==> src/rtl/qtt_dma_sched_if.sv <==
// DMA port bundle between the readout sequencer and the time-tagger.
// The master drives a 4-phase request carrying memory select and chunk length.
// The slave returns an acknowledge that is already synchronised to the core clock.
interface qtt_dma_sched_if #(
  parameter int LEN_W = 20
);
  logic             req;
  logic [2:0]       mem_sel;
  logic [LEN_W-1:0] len;
  logic             ack;

  modport master (output req, output mem_sel, output len, input ack);
  modport slave  (input req, input mem_sel, input len, output ack);
endinterface

==> src/rtl/qtt_dma_sched.sv <==
// Readout sequencer for the time-tagger DMA port.
// A single start command walks the enabled memories in order:
// TAG0..TAG3, then ARM, then SAMPLE.
// Each memory with a nonzero quantity is drained in capped chunks over a 4-phase req/ack handshake.
// Optional feature: define QTT_DMA_TIMEOUT_EN to add an ack timeout that ends the sequence with err[0].
// LEN_W must be at least as wide as TAG_AW, ARM_AW and SMP_AW.
module qtt_dma_sched #(
  parameter int TAG_AW = 16,
  parameter int ARM_AW = 10,
  parameter int SMP_AW = 18,
  parameter int LEN_W  = 20
) (
  input  logic                clk_i,
  input  logic                rst_ni,
  input  logic                start_i,
  input  logic                abort_i,
  input  logic [5:0]          cfg_mask_i,
  input  logic [LEN_W-1:0]    cfg_max_len_i,
  input  logic [15:0]         cfg_tout_i,
  input  logic [4*TAG_AW-1:0] tag_qty_i,
  input  logic [ARM_AW-1:0]   arm_qty_i,
  input  logic [SMP_AW-1:0]   smp_qty_i,
  qtt_dma_sched_if.master     dma,
  output logic                busy_o,
  output logic                done_o,
  output logic [1:0]          err_o,
  output logic [23:0]         xfer_cnt_o
);

  typedef enum logic [2:0] {
    IDLE,
    SCAN,
    REQ,
    WAIT_H,
    WAIT_L,
    DONE
  } state_e;

  state_e           state_q, state_d;
  logic [2:0]       sel_q, sel_d;
  logic [5:0]       mask_q, mask_d;
  logic [LEN_W-1:0] remaining_q, remaining_d;
  logic [LEN_W-1:0] len_q, len_d;
  logic [2:0]       memSel_q, memSel_d;
  logic             req_q, req_d;
  logic [23:0]      xferCnt_q, xferCnt_d;
  logic             abortErr_q, abortErr_d;
  logic             abortFlag_q, abortFlag_d;
  logic [LEN_W-1:0] qtyExt;
  logic [LEN_W-1:0] chunkLen;
  logic [7:0]       maskExt;
  logic             toutHit;

`ifdef QTT_DMA_TIMEOUT_EN
  logic [15:0]      toutCnt_q, toutCnt_d;
  logic             toutErr_q, toutErr_d;
  logic [15:0]      toutCntNext;
`else
  logic             unusedTout;
`endif

  // Quantity of the memory currently pointed at by sel, zero-extended to the DMA length width.
  always_comb begin
    qtyExt = '0;
    case (sel_q)
      3'd0:    qtyExt = LEN_W'(tag_qty_i[0*TAG_AW +: TAG_AW]);
      3'd1:    qtyExt = LEN_W'(tag_qty_i[1*TAG_AW +: TAG_AW]);
      3'd2:    qtyExt = LEN_W'(tag_qty_i[2*TAG_AW +: TAG_AW]);
      3'd3:    qtyExt = LEN_W'(tag_qty_i[3*TAG_AW +: TAG_AW]);
      3'd4:    qtyExt = LEN_W'(arm_qty_i);
      3'd5:    qtyExt = LEN_W'(smp_qty_i);
      default: qtyExt = '0;
    endcase
  end

  // The chunk is whatever remains, capped by max_len unless the cap is zero.
  assign chunkLen = ((cfg_max_len_i == '0) || (remaining_q < cfg_max_len_i)) ?
                    remaining_q : cfg_max_len_i;

  // Padded mask so that sel values 6 and 7 index safely.
  assign maskExt = {2'b00, mask_q};

`ifdef QTT_DMA_TIMEOUT_EN
  // Timeout fires on the cycle the wait counter would reach the programmed limit.
  assign toutCntNext = toutCnt_q + 16'd1;
  assign toutHit     = (cfg_tout_i != 16'd0) && (toutCntNext == cfg_tout_i);
`else
  assign toutHit    = 1'b0;
  assign unusedTout = ^cfg_tout_i;
`endif

  // State register and all datapath registers; reset clears every output immediately.
  always_ff @(posedge clk_i or negedge rst_ni) begin
    if (!rst_ni) begin
      state_q     <= IDLE;
      sel_q       <= '0;
      mask_q      <= '0;
      remaining_q <= '0;
      len_q       <= '0;
      memSel_q    <= '0;
      req_q       <= 1'b0;
      xferCnt_q   <= '0;
      abortErr_q  <= 1'b0;
      abortFlag_q <= 1'b0;
`ifdef QTT_DMA_TIMEOUT_EN
      toutCnt_q   <= '0;
      toutErr_q   <= 1'b0;
`endif
    end else begin
      state_q     <= state_d;
      sel_q       <= sel_d;
      mask_q      <= mask_d;
      remaining_q <= remaining_d;
      len_q       <= len_d;
      memSel_q    <= memSel_d;
      req_q       <= req_d;
      xferCnt_q   <= xferCnt_d;
      abortErr_q  <= abortErr_d;
      abortFlag_q <= abortFlag_d;
`ifdef QTT_DMA_TIMEOUT_EN
      toutCnt_q   <= toutCnt_d;
      toutErr_q   <= toutErr_d;
`endif
    end
  end

  // Next-state logic: memory walk, chunking, handshake and abort/timeout handling.
  always_comb begin
    state_d     = state_q;
    sel_d       = sel_q;
    mask_d      = mask_q;
    remaining_d = remaining_q;
    len_d       = len_q;
    memSel_d    = memSel_q;
    req_d       = req_q;
    xferCnt_d   = xferCnt_q;
    abortErr_d  = abortErr_q;
    abortFlag_d = abortFlag_q;
`ifdef QTT_DMA_TIMEOUT_EN
    toutCnt_d   = toutCnt_q;
    toutErr_d   = toutErr_q;
`endif

    case (state_q)
      IDLE: begin
        if (start_i && !abort_i) begin
          mask_d      = cfg_mask_i;
          xferCnt_d   = '0;
          abortErr_d  = 1'b0;
          abortFlag_d = 1'b0;
          sel_d       = '0;
`ifdef QTT_DMA_TIMEOUT_EN
          toutErr_d   = 1'b0;
`endif
          state_d     = SCAN;
        end
      end

      SCAN: begin
        if (abort_i) begin
          abortErr_d = 1'b1;
          state_d    = DONE;
        end else if (sel_q > 3'd5) begin
          state_d = DONE;
        end else if (!maskExt[sel_q]) begin
          sel_d = sel_q + 3'd1;
        end else if (qtyExt == '0) begin
          sel_d = sel_q + 3'd1;
        end else begin
          remaining_d = qtyExt;
          state_d     = REQ;
        end
      end

      REQ: begin
        if (abort_i) begin
          abortErr_d = 1'b1;
          state_d    = DONE;
        end else begin
          len_d    = chunkLen;
          memSel_d = sel_q;
          req_d    = 1'b1;
`ifdef QTT_DMA_TIMEOUT_EN
          toutCnt_d = '0;
`endif
          state_d  = WAIT_H;
        end
      end

      WAIT_H: begin
        if (abort_i) abortFlag_d = 1'b1;
`ifdef QTT_DMA_TIMEOUT_EN
        toutCnt_d = toutCntNext;
`endif
        if (toutHit) begin
          req_d   = 1'b0;
`ifdef QTT_DMA_TIMEOUT_EN
          toutErr_d = 1'b1;
`endif
          state_d = DONE;
        end else if (dma.ack) begin
          req_d       = 1'b0;
          remaining_d = remaining_q - len_q;
          xferCnt_d   = xferCnt_q + 24'(len_q);
          state_d     = WAIT_L;
        end
      end

      WAIT_L: begin
        if (abort_i) abortFlag_d = 1'b1;
`ifdef QTT_DMA_TIMEOUT_EN
        toutCnt_d = toutCntNext;
`endif
        if (toutHit) begin
`ifdef QTT_DMA_TIMEOUT_EN
          toutErr_d = 1'b1;
`endif
          state_d = DONE;
        end else if (!dma.ack) begin
          if (abortFlag_q || abort_i) begin
            abortErr_d = 1'b1;
            state_d    = DONE;
          end else if (remaining_q != '0) begin
            state_d = REQ;
          end else begin
            sel_d   = sel_q + 3'd1;
            state_d = SCAN;
          end
        end
      end

      DONE: begin
        abortFlag_d = 1'b0;
        state_d     = IDLE;
      end

      default: state_d = IDLE;
    endcase
  end

  assign dma.req     = req_q;
  assign dma.mem_sel = memSel_q;
  assign dma.len     = len_q;

  assign busy_o     = (state_q == SCAN) || (state_q == REQ) ||
                      (state_q == WAIT_H) || (state_q == WAIT_L);
  assign done_o     = (state_q == DONE);
  assign xfer_cnt_o = xferCnt_q;
`ifdef QTT_DMA_TIMEOUT_EN
  assign err_o      = {abortErr_q, toutErr_q};
`else
  assign err_o      = {abortErr_q, 1'b0};
`endif

endmodule

==> src/flat_wrapper.sv <==
// flat-port wrapper written by rule: the top's interface ports become plain ports
module qtt_dma_sched_flat 
#(
  parameter int TAG_AW = 16,
  parameter int ARM_AW = 10,
  parameter int SMP_AW = 18,
  parameter int LEN_W  = 20
)
  (clk_i, rst_ni, start_i, abort_i, cfg_mask_i, cfg_max_len_i, cfg_tout_i, tag_qty_i, arm_qty_i, smp_qty_i, busy_o, done_o, err_o, xfer_cnt_o, dma_req, dma_mem_sel, dma_len, dma_ack);
  qtt_dma_sched_if #(.LEN_W(LEN_W)) dma_i ();
  input  logic clk_i;
  input  logic rst_ni;
  input  logic start_i;
  input  logic abort_i;
  input  logic [5:0] cfg_mask_i;
  input  logic [LEN_W-1:0] cfg_max_len_i;
  input  logic [15:0] cfg_tout_i;
  input  logic [4*TAG_AW-1:0] tag_qty_i;
  input  logic [ARM_AW-1:0] arm_qty_i;
  input  logic [SMP_AW-1:0] smp_qty_i;
  output logic busy_o;
  output logic done_o;
  output logic [1:0] err_o;
  output logic [23:0] xfer_cnt_o;
  output wire logic [$bits(dma_i.req)-1:0] dma_req;
  output wire logic [$bits(dma_i.mem_sel)-1:0] dma_mem_sel;
  output wire logic [$bits(dma_i.len)-1:0] dma_len;
  input wire logic [$bits(dma_i.ack)-1:0] dma_ack;
  assign dma_req = dma_i.req;
  assign dma_mem_sel = dma_i.mem_sel;
  assign dma_len = dma_i.len;
  assign dma_i.ack = dma_ack;
  qtt_dma_sched #(.TAG_AW(TAG_AW), .ARM_AW(ARM_AW), .SMP_AW(SMP_AW), .LEN_W(LEN_W)) u_core (.clk_i(clk_i), .rst_ni(rst_ni), .start_i(start_i), .abort_i(abort_i), .cfg_mask_i(cfg_mask_i), .cfg_max_len_i(cfg_max_len_i), .cfg_tout_i(cfg_tout_i), .tag_qty_i(tag_qty_i), .arm_qty_i(arm_qty_i), .smp_qty_i(smp_qty_i), .dma(dma_i), .busy_o(busy_o), .done_o(done_o), .err_o(err_o), .xfer_cnt_o(xfer_cnt_o));
endmodule
==> config.mk <==
export PLATFORM = sky130hd
export DESIGN_NAME = qtt_dma_sched_flat
export DESIGN_NICKNAME = d
export VERILOG_FILES = /design/src/rtl/qtt_dma_sched_if.sv /design/src/rtl/qtt_dma_sched.sv /design/src/flat_wrapper.sv
export SDC_FILE = /design/constraint.sdc
export NUM_CORES = 1
export LEC_CHECK = 0
export BUFFER_PORTS_ARGS = -buffer_cell sky130_fd_sc_hd__buf_2
export CAP_MARGIN = 20
export CORE_ASPECT_RATIO = 0.5
export CORE_MARGIN = 4
export CORE_UTILIZATION = 50
export CTS_CLUSTER_DIAMETER = 50
export CTS_CLUSTER_SIZE = 8
export DETAILED_ROUTE_END_ITERATION = 10
export MAX_ROUTING_LAYER = met4
export PLACE_DENSITY = 0.77
export SETUP_SLACK_MARGIN = 0.02
export SLEW_MARGIN = 20
export SYNTH_ARGS = -nofsm -noshare
export SYNTH_HDL_FRONTEND = slang
export SYNTH_SLANG_ARGS = --single-unit
export TNS_END_PERCENT = 30
==> constraint.sdc <==
create_clock -name clk_i -period 6.8 [get_ports clk_i]
set_clock_uncertainty 0.1 [all_clocks]
set_input_delay 1.02 -clock clk_i [delete_from_list [all_inputs] [get_ports clk_i]]
set_output_delay 1.02 -clock clk_i [all_outputs]
set_load 0.005 [all_outputs]
Word-level counts from Yosys, hierarchy flattened
Index checks and enable logic that the tools add are counted.
{ "op_classes": {"multipliers": 0, "muxes": 42, "reduce_logical": 29, "n_lt_le_gt_ge": 3, "div_mod_pow": 0, "n_addsub": 3, "n_shift": 0, "n_eq_ne": 26, "bitwise": 1} }
{ "ops": {"columns": ["op", "n"], "rows": [
  ["$mux 20", 6],
  ["$pmux 18 s6", 1],
  ["$mux 3", 17],
  ["$mux 24", 2],
  ["$pmux 24 s2", 1],
  ["$logic_not 20->1", 2],
  ["$pmux 20 s2", 1],
  ["$add 24x20->24", 1],
  ["$lt 20x20->1", 1],
  ["$reduce_bool 20->1", 1],
  ["$sub 20x20->20", 1],
  ["$ne 2x2->1 const B", 8],
  ["$pmux 3 s5", 1],
  ["$eq 3x2->1 const B", 4],
  ["$eq 3x3->1 const B", 4],
  ["$ne 2x1->1 const B", 5],
  ["$reduce_and 5->1", 2],
  ["$pmux 3 s3", 1],
  ["$reduce_and 3->1", 3],
  ["$reduce_bool 3->1", 3],
  ["$reduce_and 8->1", 1],
  ["$mux 1", 7],
  ["$eq 3x1->1 const B", 2],
  ["$logic_not 3->1", 2],
  ["18 further kinds", 27]
]} }
{ "totals": {"elab_cells": 114, "memories": 0, "mem_bits_rw": 0, "out_inout_bits": 52, "latchBits": 0, "regBits": 82, "mem_bits_ro": 0, "in_bits": 139} }

Depth between registers and ports, before layout
Gate-level depths: netlist of the first run.
{ "depth": {"depth_word": 8, "depth_mapped": 15, "mapped_depth_nobuf": 11} }

Least setup slack after synthesis of the first run
OpenSTA, ideal clock, no wires.
{ "synth_timing": {"path_type": "input port to flip-flop", "from": "input tag_qty_i[36]", "to": "register u_core.remaining_q[10]", "arrival_time_ps": 2850, "setup_slack_ps": 3731, "required_time_ps": 6581, "stages": 7, "n_path_buf": 1, "setup_ps": 119, "cell_sequence": "a22o_1 -> a221o_1 -> or4b_1 -> nor4_4 -> o21ai_2 -> buf_2 -> o21a_1"} }
{ "synth_via": {"elab_chain_cells": 4} }
{ "synth_lines": {"columns": ["item", "line", "source"], "rows": [
  ["from (decl)", "flat_wrapper.sv:18", "input logic [4*TAG_AW-1:0] tag_qty_i;"],
  ["$pmux 18 s6", "qtt_dma_sched.sv:65", "case (sel_q)"],
  ["$logic_not 20->1", "qtt_dma_sched.sv:167", "end else if (qtyExt == '0) begin"],
  ["$ne 2x2->1 (no source line)", null, null],
  ["$reduce_and 6->1 (no source line)", null, null],
  ["to (signal assigned)", "qtt_dma_sched.sv:113", "remaining_q <= remaining_d;"],
  ["to (decl)", "qtt_dma_sched.sv:42", "logic [LEN_W-1:0] remaining_q, remaining_d;"]
]} }
Every way passes these cells.
A chain may end at the register's enable or synchronous reset.

Worst setup path in the final report of the first run
{ "layout_timing": {"from": "register u_core.sel_q[2]", "to": "register u_core.remaining_q[2]"} }
{ "layout_via": {"elab_chain_cells": 7, "word_cells_on_any_way": 20, "classes_between": "order compare: 1; eq/ne: 8; mux: 8; reduce/logical: 3"} }
{ "layout_lines": {"columns": ["item", "line", "source"], "rows": [
  ["from (decl)", "qtt_dma_sched.sv:40", "logic [2:0] sel_q, sel_d;"],
  ["from (signal assigned)", "qtt_dma_sched.sv:111", "sel_q <= sel_d;"],
  ["$eq 3x3->1 (tied with other cells)", "qtt_dma_sched.sv:65", null],
  ["$pmux 18 s6", "qtt_dma_sched.sv:65", null],
  ["$mux 20", "qtt_dma_sched.sv:167", null],
  ["$mux 20", "qtt_dma_sched.sv:165", "end else if (!maskExt[sel_q]) begin"],
  ["$mux 20", "qtt_dma_sched.sv:163", "end else if (sel_q > 3'd5) begin"],
  ["$mux 20", "qtt_dma_sched.sv:160", "if (abort_i) begin"],
  ["$pmux 20 s2", "qtt_dma_sched.sv:144", "case (state_q)"]
]} }
Parallel ways exist; a longest one is shown, timed or not. The select of a mux whose other input is x is not followed.

==> summary.txt, run 1 <==
Clock tree
  • Cts hold-fix bufs: 0
  • Cell at the root of the clock tree: clkbuf_16
  • Clock tree sinks: 82
  • CTS clk-pin slew, worst paths: 60 ps
  • Gates resized, CTS repair: 0
  • CTS Buf Count: 9
  • H-tree levels: 3
  • Clk_lat worst skew: 340 ps
  • Setup Fix Bufs, Post-CTS: 0
  • Max Buffers Root-to-Sink: 2
  • CTS tree: done

Placed design
  • Detail Placement HPWL: 16400 microns
  • RD Place Congestion: 0.927
  • PortBufs: 173

Timing
  • Max_slew headroom: 0.275
  • Setup total negative slack: 0 ps
  • Worst-Margin Slew: 1090 ps
  • Fmax achieved: 235 MHz
  • RSZ-0062 raised after global routing: false
  • Period minus WS final: 4250 ps
  • Hold Slack: 380 ps
  • Slew Limit Fails: 0
  • Number of hold violations in the final report: 0
  • Final Cycle Share: 0.625
  • Final setup violation count: 0

Die
  • Height of the die: 91.8 microns
  • Die X-Extent: 176 microns
  • # IOs: 191
  • Full die area: 16100 sq um
  • Std cell rows: 30
  • Std-Cell Core Area: 13700 sq um
  • Initial core utilization: 0.514

Final layout
  • Number of fillers in the final layout: 1269
  • Nets: 1205
  • Share of cells above drive strength 1: 0.219
  • Layout area overhead: 17.6%
  • N_diodes: 0

Yosys
  • Most common cell in the netlist: dfrtp_1
  • Syn avg cell area: 8.22 sq um
  • EDFF count, synth: 0
  • Main synth FF type: dfrtp_1
  • Yosys top cell area share: 0.292
  • Dominant cell type by area after synthesis: dfrtp_1
  • Synth Cell Area: 7030 sq um
  • Syn nets: 1059
  • Register bit count reported by yosys: 82
  • Seq/Total Area, Yosys: 0.292
  • Synth cell count leaders: dfrtp_1 (82), nand2_1 (75), nor2_1 (67)
  • Ys async rst share: 1.00
  • Warnings, synthesis: 0
  • Post-Syn Instances: 855
  • Distinct cells, synth: 68
  • Synth area leaders: dfrtp_1 (29%), ha_1 (11%), a21oi_1 (4.6%), o21ai_0 (4.1%), nand2_1 (4.0%)

Worst setup path
  • Crit path capture type: register
  • CP peak stage delay: 540 ps
  • CP max stage cell: ha_1
  • Worst-path maximum fanout: 41
  • CP required: 6920 ps
  • Most frequent CP cell: buf_4
  • Cell Chain, Critical Path: buf_4 > inv_1 > ha_1 > a222oi_1 > nor2_1 > nor3_1 > or4b_1 > nor4_4 > o21ai_2 > buf_4 > mux2_2
  • Worst setup path class: register to register
  • Critical path arrival: 4370 ps
  • Crit start category: register

Pwr
  • Worst VDD drop: 183 uV
  • PD cells: 511 nW/um^2
  • Leakage: 4.03 nW

Routing
  • DR pass1 iterations: 5
  • WL met3: 1360 microns
  • Wire length on met1: 10200 microns
  • Drt wl/cell: 17.6 microns
  • Drt drc: 0
  • Avg Vias per Cell: 5.92
  • Max Used Layer: met4
  • Post-route ant nets: 0
  • Drt total wl: 21000 microns
  • Met2 routed WL: 9190 microns
  • DRT iter0 DRCs: 677
  • DR vias: 7086

Worst hold path
  • Min-delay worst type: register to register

Global routing
  • Total gr overflow: 0
  • Vias in the first global route: 6674
  • Antenna violations before repair: 0
  • Tot GR Track Use: 0.265
  • Largest net degree at the start of global routing: 60
  • First-pass GRT wire length: 33800 microns

Job
  • MaxCap Viol Count: 0

Status
  • Status: finished, final reports clean
==> worst paths after layout <==
check | slack, ps | end | start | cells past startpoint
hold reg to reg | 380 | u_core.dma.req | u_core.dma.req | 1
hold / removal | 380 | u_core.dma.req | u_core.dma.req | 1
max in group asynchronous | 5040 | u_core.remaining_q[18] | rst_ni | 2
setup / recovery | 2550 | u_core.remaining_q[2] | u_core.sel_q[2] | 11
setup reg to reg | 2550 | u_core.remaining_q[2] | u_core.sel_q[2] | 11
min in group asynchronous | 480 | u_core.dma.mem_sel[1] | rst_ni | 1
==> flip-flops by register name, summed over array words and instances, names as in the netlist <==
register and flops:
u_core.xfer_cnt_o 24, u_core.dma.len 20, u_core.remaining_q 20, u_core.mask_q 6, u_core.dma.mem_sel 3, u_core.sel_q 3
u_core.state_q 3, u_core.abortErr_q 1, u_core.abortFlag_q 1, u_core.dma.req 1
==> power breakdown <==
| part | leakage [nW] | total [mW] | switching (mW) | internal [mW] |
|---|---|---|---|---|
| logic | 2.89 | 2.77 | 1.56 | 1.21 |
| clock network | 0.125 | 0.448 | 0.203 | 0.245 |
| registers | 1.02 | 1.00 | 0.299 | 0.702 |
| total | 4.03 | 4.22 | 2.07 | 2.15 |
==> per-layer routing <==
| metal | up-vias | global-route usage |
|---|---|---|
| met3 | 25 | 0.0375 |
| met2 | 276 | 0.407 |
| met4 | 0 | 0.0603 |
| li1 | 3456 | - |
| met1 | 3329 | 0.375 |
| met5 | - | - |
==> logic make-up (layout without fill, tap and decap cells) <==
logic type,after synthesis,after routing,synth area share
and+or+nand+nor,256,256,0.174
DFF,82,82,0.292
adders and majority gates,65,65,0.118
AOI/OAI and AO/OA,286,286,0.270
muxes,29,29,0.0458
other,1,1,0.000534
buffers and inverters,105,254,0.0609
xor gates and xnor gates,31,31,0.0386
==> critical path: cells and delay by family, from the launching register on <==
| family | cells | cell delay (ps) |
|---|---|---|
| fa+ha+maj | 1 | 540 |
| flops | 1 | 320 |
| buf+inv | 3 | 890 |
| compound gates | 2 | 750 |
| simple gates | 4 | 1240 |
| mux | 1 | 280 |
==> layout make-up <==
cell class,count,area (sq um),share of cell area
Clock buffer,10,229,0.0277
Clock inverter,4,30.0,0.00363
Inverter,59,221,0.0268
Multi-Input combinational cell,668,4560,0.552
Sequential cell,82,2050,0.248
Tap cell,192,240,0.0291
Timing Repair Buffer,181,928,0.112
==> per-stage QoR <==
step / instances / power (mW) / worst slack, ps / util / cell area [sq um]
2_1_floorplan: 855 / 3.00 / 3730 / - / 7030
3_5_place_dp: 1182 / 3.72 / 2610 / 0.586 / 8000
4_1_cts: 1196 / 4.18 / 2570 / 0.605 / 8260
3_3_place_gp: 1182 / 3.64 / 2650 / 0.586 / 8000
6_report: 1196 / 4.22 / 2550 / 0.605 / 8260
5_1_grt: 1196 / 4.62 / 2240 / 0.605 / 8260
==> layout by cell type (no fill, tap or decap), drive strengths merged, types with 3 or more instances in the layout <==
| cell | n |
|---|---|
| nand3b | 4 |
| o21bai | 8 |
| xnor2 | 19 |
| buf | 181 |
| mux2 | 15 |
| o21ai | 62 |
| nand2 | 75 |
| mux2i | 13 |
| and2 | 4 |
| a221oi | 3 |
| inv | 60 |
| o211ai | 21 |
| a31oi | 15 |
| and3 | 5 |
| a222oi | 5 |
| xor2 | 12 |
| a21o | 15 |
| ha | 63 |
| dfrtp | 82 |
| nand2b | 7 |
| a211o | 4 |
| nand3 | 35 |
| a311oi | 4 |
| o22ai | 5 |
| o41ai | 3 |
| nor4 | 14 |
| o21a | 12 |
| o31ai | 6 |
| a31o | 3 |
| a211oi | 5 |
| a32oi | 6 |
| nor3 | 15 |
| a22o | 10 |
| clkbuf | 10 |
| a22oi | 14 |
| a21oi | 65 |
| nor2b | 3 |
| nor2 | 67 |
| nand4 | 10 |
| or3 | 7 |
Power figures use the tool's default switching activity.
==> run 2, diff against run 1 <==
--- a/config.mk
+++ b/config.mk
@@ -5,6 +5,7 @@
 export SDC_FILE = /design/constraint.sdc
 export NUM_CORES = 1
 export LEC_CHECK = 0
+export ABC_AREA = 1
 export BUFFER_PORTS_ARGS = -buffer_cell sky130_fd_sc_hd__buf_2
 export CAP_MARGIN = 20
 export CORE_ASPECT_RATIO = 0.5
@@ -14,7 +15,7 @@
 export CTS_CLUSTER_SIZE = 8
 export DETAILED_ROUTE_END_ITERATION = 10
 export MAX_ROUTING_LAYER = met4
-export PLACE_DENSITY = 0.77
+export PLACE_DENSITY = 0.76
 export SETUP_SLACK_MARGIN = 0.02
 export SLEW_MARGIN = 20
 export SYNTH_ARGS = -nofsm -noshare
==> constraint.sdc (replaced) <==
create_clock -name clk_i -period 4.28 [get_ports clk_i]
set_clock_uncertainty 0.1 [all_clocks]
set_input_delay 0.642 -clock clk_i [delete_from_list [all_inputs] [get_ports clk_i]]
set_output_delay 0.642 -clock clk_i [all_outputs]
set_load 0.005 [all_outputs]
==> run 2 against run 1 <==
  * Fmax is 25% higher
  * Clock power is 71% higher
  * Synthesized cell count is 34% higher
  * Critical path type unchanged
  * Via count is 17% higher
  * Critical path depth is 3 higher
==> summary.txt, run 2 <==
Worst setup path
  • CP peak stage delay: 800 ps
  • Critical path arrival: 3540 ps
  • CP max stage cell: dfrtp_1
  • CP required: 4410 ps
  • Worst-case reg-to-reg path depth: 14
  • Worst-path maximum fanout: 22
  • Crit path capture type: register
  • R2r setup slk: 870 ps
  • Worst Setup SP: u_core.sel_q[2]
  • Cell Chain, Critical Path: inv_2 > ha_1 > nand2_1 > nand3_1 > o21ai_1 > nand2_1 > nor2_1 > nand2_1 > nor2_1 > nand2_1 > nand3_2 > nand2_4 > nand3_1 > nand2_1
  • Worst r2r src: u_core.sel_q[2]
  • Worst setup path class: register to register
  • Crit start category: register
  • Worst r2r dst: u_core.remaining_q[10]
  • Most frequent CP cell: nand2_1

Clock tree
  • Max Buffers Root-to-Sink: 2
  • Clk_lat worst skew: 350 ps
  • Setup Fix Bufs, Post-CTS: 0
  • H-tree levels: 3
  • Cell at the root of the clock tree: clkbuf_16
  • CTS clk-pin slew, worst paths: 70 ps
  • Cts hold-fix bufs: 0
  • CTS Buf Count: 9
  • CTS tree: done
  • Gates resized, CTS repair: 0
  • Clock tree sinks: 82

Global routing
  • Vias in the first global route: 7652
  • Largest net degree at the start of global routing: 83
  • First-pass GRT wire length: 37800 microns
  • Antenna violations before repair: 0
  • Tot GR Track Use: 0.284
  • Total gr overflow: 0

Pwr
  • NetSw: 3.23 mW
  • Worst VDD drop: 295 uV
  • Total power draw: 6.11 mW
  • Comb pwr share: 0.640
  • Switch share: 0.528
  • Leakage: 4.92 nW
  • PD cells: 706 nW/um^2
  • Clock share of power: 0.125
  • Seq pwr share: 0.235
  • Internal power: 2.88 mW

Yosys
  • Most common cell in the netlist: nand2_1
  • Dominant cell type by area after synthesis: dfrtp_1
  • Synth area leaders: dfrtp_1 (28%), nand2_1 (17%), ha_1 (11%), o21ai_0 (7.0%), inv_1 (6.9%)
  • Adder-cell share of the synthesized area: 0.112
  • Synth Cell Area: 7400 sq um
  • Ys async rst share: 1.00
  • Distinct cells, synth: 41
  • Register bit count reported by yosys: 82
  • Post-Synth Simple-Gate Area: 0.320
  • Seq/Total Area, Yosys: 0.277
  • Xor and xnor area share after synthesis: 0.0154
  • Post-Syn Instances: 1145
  • Synth cell count leaders: nand2_1 (341), inv_1 (136), o21ai_0 (103)
  • Main synth FF type: dfrtp_1
  • Synth Area in Compound Gates: 0.177
  • Syn avg cell area: 6.46 sq um
  • Largest family of logic cells by synthesized area: simple AND/OR/NAND/NOR gates
  • EDFF count, synth: 0
  • Fraction of synthesized area in multiplexers: 0.00135
  • Yosys top cell area share: 0.277
  • Warnings, synthesis: 0
  • Syn nets: 1349

Final layout
  • N_diodes: 0
  • Commonest non-fill, non-tap cell in the layout: nand2_1
  • Number of fillers in the final layout: 1481
  • Commonest cells after routing, fill and taps aside: nand2_1 (341), buf_2 (172), inv_1 (136), o21ai_0 (103), a21oi_1 (99)
  • Share of cells above drive strength 1: 0.159
  • Nets: 1504
  • Layout area overhead: 16.9%
  • Max FFs per register: 24

Die
  • # IOs: 191
  • Std cell rows: 31
  • Die X-Extent: 180 microns
  • Full die area: 16900 sq um
  • Std-Cell Core Area: 14500 sq um
  • Initial core utilization: 0.511
  • Height of the die: 94.0 microns

Placed design
  • RD Place Congestion: 0.972
  • PortBufs: 173
  • Detail Placement HPWL: 19200 microns

Routing
  • DR pass1 iterations: 7
  • Drt drc: 0
  • DRT iter0 DRCs: 503
  • Avg Vias per Cell: 5.50
  • Drt total wl: 24000 microns
  • Drt wl/cell: 16.0 microns
  • DR vias: 8264
  • Post-route ant nets: 0

Timing
  • Final Cycle Share: 0.797
  • Fmax achieved: 293 MHz
  • Max_slew headroom: 0.370
  • Final setup violation count: 0
  • Number of hold violations in the final report: 0
  • RSZ-0062 raised after global routing: false
  • Period minus WS final: 3410 ps
  • Setup total negative slack: 0 ps
  • Slew Limit Fails: 0
  • Worst-Margin Slew: 942 ps

Status
  • Status: finished, final reports clean

Job
  • MaxCap Viol Count: 0

Worst hold path
  • Min-delay worst type: primary input to async pin
-- run 2: through the flow --
step | util | area, sq um | std cells | setup WS (ps) | hold WS [ps]
6_report | 0.598 | 8650 | 1503 | 869 | 242
5_1_grt | 0.598 | 8650 | 1503 | 628 | 304
4_1_cts | 0.598 | 8650 | 1503 | 944 | 372
3_5_place_dp | 0.579 | 8370 | 1487 | 970 | 355
3_3_place_gp | 0.579 | 8370 | 1487 | 986 | 352
2_1_floorplan | - | 7400 | 1145 | 1890 | 246
-- run 2: how the worst max path moves through the flow --
stage | end | depth (start not counted)
2_1_floorplan | u_core.dma.len[11] | 12
3_3_place_gp | u_core.remaining_q[10] | 14
3_5_place_dp | u_core.dma.len[2] | 12
4_1_cts | u_core.remaining_q[10] | 14
5_1_grt | u_core.remaining_q[10] | 14
6_report | u_core.remaining_q[10] | 14
-- run 2: power groups by stage --
stage	Sequential, mW	Clock (mW)	Combinational, mW
3_3_place_gp	1.42	0	3.81
6_report	1.43	0.764	3.91
3_5_place_dp	1.43	0	3.86
4_1_cts	1.42	0.777	3.88
5_1_grt	1.47	0.804	4.45
2_1_floorplan	1.33	0	2.82
-- run 2: kinds of logic after synthesis --
logic type / count (synthesis)
simple gates: 565
compound gates: 244
buf+inv: 174
flops: 82
fa+ha+maj: 65
xor+xnor: 13
other cells: 1
mux: 1
-- run 2: metal layers --
metal | wire length (microns) | vias to the layer above | GRT usage
met3 | 1650 | 29 | 0.0398
met5 | 0 | - | -
met4 | 364 | 0 | 0.0654
met2 | 10300 | 317 | 0.439
met1 | 11600 | 3822 | 0.402
li1 | - | 4096 | -
-- run 2: cell type report --
| type | instances | area (sq um) | share of cell area |
|---|---|---|---|
| multi-input cells | 889 | 4630 | 0.535 |
| flip-flops and latches | 82 | 2050 | 0.237 |
| repair buffers | 180 | 925 | 0.107 |
| inverters | 138 | 518 | 0.0599 |
| well taps | 198 | 248 | 0.0286 |
| clock buffers | 10 | 229 | 0.0265 |
| clock inverters | 6 | 48.8 | 0.00564 |
-- run 2: critical path, delay by kind of cell, from the launching register on --
family	cells	cell delay, ps
simple gates	11	1230
flops	1	800
fa+ha+maj	1	520
compound gates	1	320
buf+inv	1	310
==> run 3, diff against run 2 <==
--- a/config.mk
+++ b/config.mk
@@ -10,12 +10,12 @@
 export CAP_MARGIN = 20
 export CORE_ASPECT_RATIO = 0.5
 export CORE_MARGIN = 4
-export CORE_UTILIZATION = 50
+export CORE_UTILIZATION = 49
 export CTS_CLUSTER_DIAMETER = 50
 export CTS_CLUSTER_SIZE = 8
 export DETAILED_ROUTE_END_ITERATION = 10
 export MAX_ROUTING_LAYER = met4
-export PLACE_DENSITY = 0.76
+export PLACE_DENSITY = 0.78
 export SETUP_SLACK_MARGIN = 0.02
 export SLEW_MARGIN = 20
 export SYNTH_ARGS = -nofsm -noshare
==> constraint.sdc (replaced) <==
create_clock -name clk_i -period 2.9 [get_ports clk_i]
set_clock_uncertainty 0.1 [all_clocks]
set_input_delay 0.435 -clock clk_i [delete_from_list [all_inputs] [get_ports clk_i]]
set_output_delay 0.435 -clock clk_i [all_outputs]
set_load 0.005 [all_outputs]
==> run 3 against run 2 <==
  * The run now ends with hold timing left
  * Sequential power rose by 47%
  * Non-clock buffer count is 16 higher
  * Power increased by 52%
  * Critical path type unchanged
  * First-iteration DRC count increased by 21%
  * Largest cell class unchanged
  * Cell area is 2.3% higher
  * Fmax grew 28%
  * Clock power up 61%
  * Routed wire length is 0.66% higher
  * Global-route usage hardly changed
==> summary.txt, run 3 (synthesized netlist as in run 2, its figures left out) <==
Worst setup path
  • Worst-case reg-to-reg path depth: 16
  • Crit start category: register
  • R2r setup slk: 230 ps
  • CP required: 3060 ps
  • Critical path arrival: 2830 ps
  • Worst-path maximum fanout: 8
  • Worst r2r dst: u_core.sel_q[1]
  • Worst r2r src: u_core.sel_q[0]
  • Worst setup path class: register to register
  • Crit path capture type: register

Timing
  • Period minus WS final: 2670 ps
  • Fmax achieved: 374 MHz
  • Hold Slack: -24.9 ps
  • Number of hold violations in the final report: 7
  • Setup ws final: 230 ps
  • Max_slew headroom: 0.311
  • RSZ-0062 raised after global routing: true
  • Final setup violation count: 0
  • Slew Limit Fails: 0
  • Worst-Margin Slew: 1030 ps
  • Final Cycle Share: 0.921

Clock tree
  • Cell at the root of the clock tree: clkbuf_16
  • Cts hold-fix bufs: 0
  • Clk_lat worst skew: 340 ps
  • CTS tree: done
  • Clock tree sinks: 82
  • CTS clk-pin slew, worst paths: 70 ps
  • CTS Buf Count: 9
  • Max Buffers Root-to-Sink: 2
  • H-tree levels: 3

Final layout
  • Layout area overhead: 19.6%
  • Max FFs per register: 24
  • Commonest cells after routing, fill and taps aside: nand2_1 (341), buf_2 (172), inv_1 (136), o21ai_0 (103), a21oi_1 (99)
  • Nets: 1520
  • Share of cells above drive strength 1: 0.173
  • N_diodes: 0
  • Commonest non-fill, non-tap cell in the layout: nand2_1

Routing
  • Drt total wl: 24200 microns
  • DRT iter0 DRCs: 607
  • Max Used Layer: met4
  • WL met3: 1990 microns
  • Wire length on met1: 11100 microns
  • DR vias: 8345
  • Post-route ant nets: 0
  • Drt drc: 0
  • DR pass1 iterations: 5
  • Drt wl/cell: 15.9 microns
  • Met2 routed WL: 10600 microns
  • Avg Vias per Cell: 5.49

Pwr
  • Clock share of power: 0.132
  • Switch share: 0.516
  • Comb pwr share: 0.643
  • Worst VDD drop: 428 uV
  • Leakage: 5.02 nW
  • Seq pwr share: 0.225
  • Internal power: 4.50 mW
  • NetSw: 4.80 mW
  • PD cells: 1050 nW/um^2

Placed design
  • RD Place Congestion: 0.984
  • PortBufs: 173
  • Worst slack at placement: 173 ps
  • Detail Placement HPWL: 19600 microns

Global routing
  • Antenna violations before repair: 0
  • Vias in the first global route: 7996
  • First-pass GRT wire length: 38600 microns
  • Total gr overflow: 0
  • Tot GR Track Use: 0.284
  • Largest net degree at the start of global routing: 44

Die
  • Die X-Extent: 182 microns
  • Initial core utilization: 0.506
  • Full die area: 17300 sq um
  • Std cell rows: 31
  • # IOs: 191
  • Height of the die: 94.9 microns
  • Std-Cell Core Area: 14600 sq um

Status
  • Failing checks: hold timing
  • Status: finished with violations

Job
  • MaxCap Viol Count: 0

Worst hold path
  • Min-delay worst type: primary input to async pin
==> run 3: cell count changes in the layout (fill, tap and decap cells not counted), sizes merged <==
cell,before,now
buf,180,196
bufinv,0,1
clkinvlp,2,1
==> run 3: how the worst max path moves through the flow <==
stage,cells past startpoint,startpoint,to
2_1_floorplan,17,u_core.sel_q[0],u_core.remaining_q[10]
3_3_place_gp,14,u_core.sel_q[0],u_core.remaining_q[17]
3_5_place_dp,18,u_core.sel_q[1],u_core.remaining_q[9]
4_1_cts,18,u_core.sel_q[1],u_core.remaining_q[9]
5_1_grt,16,u_core.sel_q[0],u_core.sel_q[1]
6_report,16,u_core.sel_q[0],u_core.sel_q[1]
==> run 3: metrics by stage <==
step | instances | instance area (sq um) | util | total power, mW | TNS [ps]
2_1_floorplan | 1145 | 7400 | - | 6.14 | 0
3_3_place_gp | 1502 | 8510 | 0.582 | 7.83 | 0
3_5_place_dp | 1502 | 8510 | 0.582 | 7.96 | 0
4_1_cts | 1518 | 8820 | 0.603 | 9.22 | 0
5_1_grt | 1519 | 8850 | 0.605 | 10.2 | -0.475
6_report | 1519 | 8850 | 0.605 | 9.31 | 0
==> run 3: final cells by class <==
cell class,count,area [sq um]
clock buffer,10,239
clock inverter,6,71.3
fill,1437,5780
inverter,138,518
multi-input combinational,889,4650
sequential,82,2050
tap,198,248
timing repair buffer,196,1070
==> run 3: timing repair <==
action                     in CTS  in global routing
resized for setup               0                  7
buffers inserted                0                  1
setup endpoints to repair       0                 28
==> run 3: power groups by stage <==
stage	combinational [mW]	sequential (mW)	clock, mW
floorplan	4.17	1.97	0
global placement	5.75	2.08	0
detailed placement	5.86	2.10	0
CTS	5.89	2.08	1.25
global route	6.79	2.16	1.30
finish	5.98	2.10	1.23
==> run 3: critical path: stages (launching register included) <==
cell	delay, ps
dfrtp_2	460
inv_1	200
ha_1	220
inv_1	60
nor2_2	330
nand2_1	90
nand3_1	110
nor2_1	70
nor2_1	140
nor2_1	60
nand2_1	60
nor2_1	50
nand2_1	100
nand3_2	140
nand2_1	240
nand2_1	80
o21ai_1	90
==> run 3: layer usage <==
layer	GRT usage	vias to the layer above
li1	-	4135
met5	-	-
met1	0.380	3842
met3	0.0469	43
met4	0.0718	0
met2	0.454	325
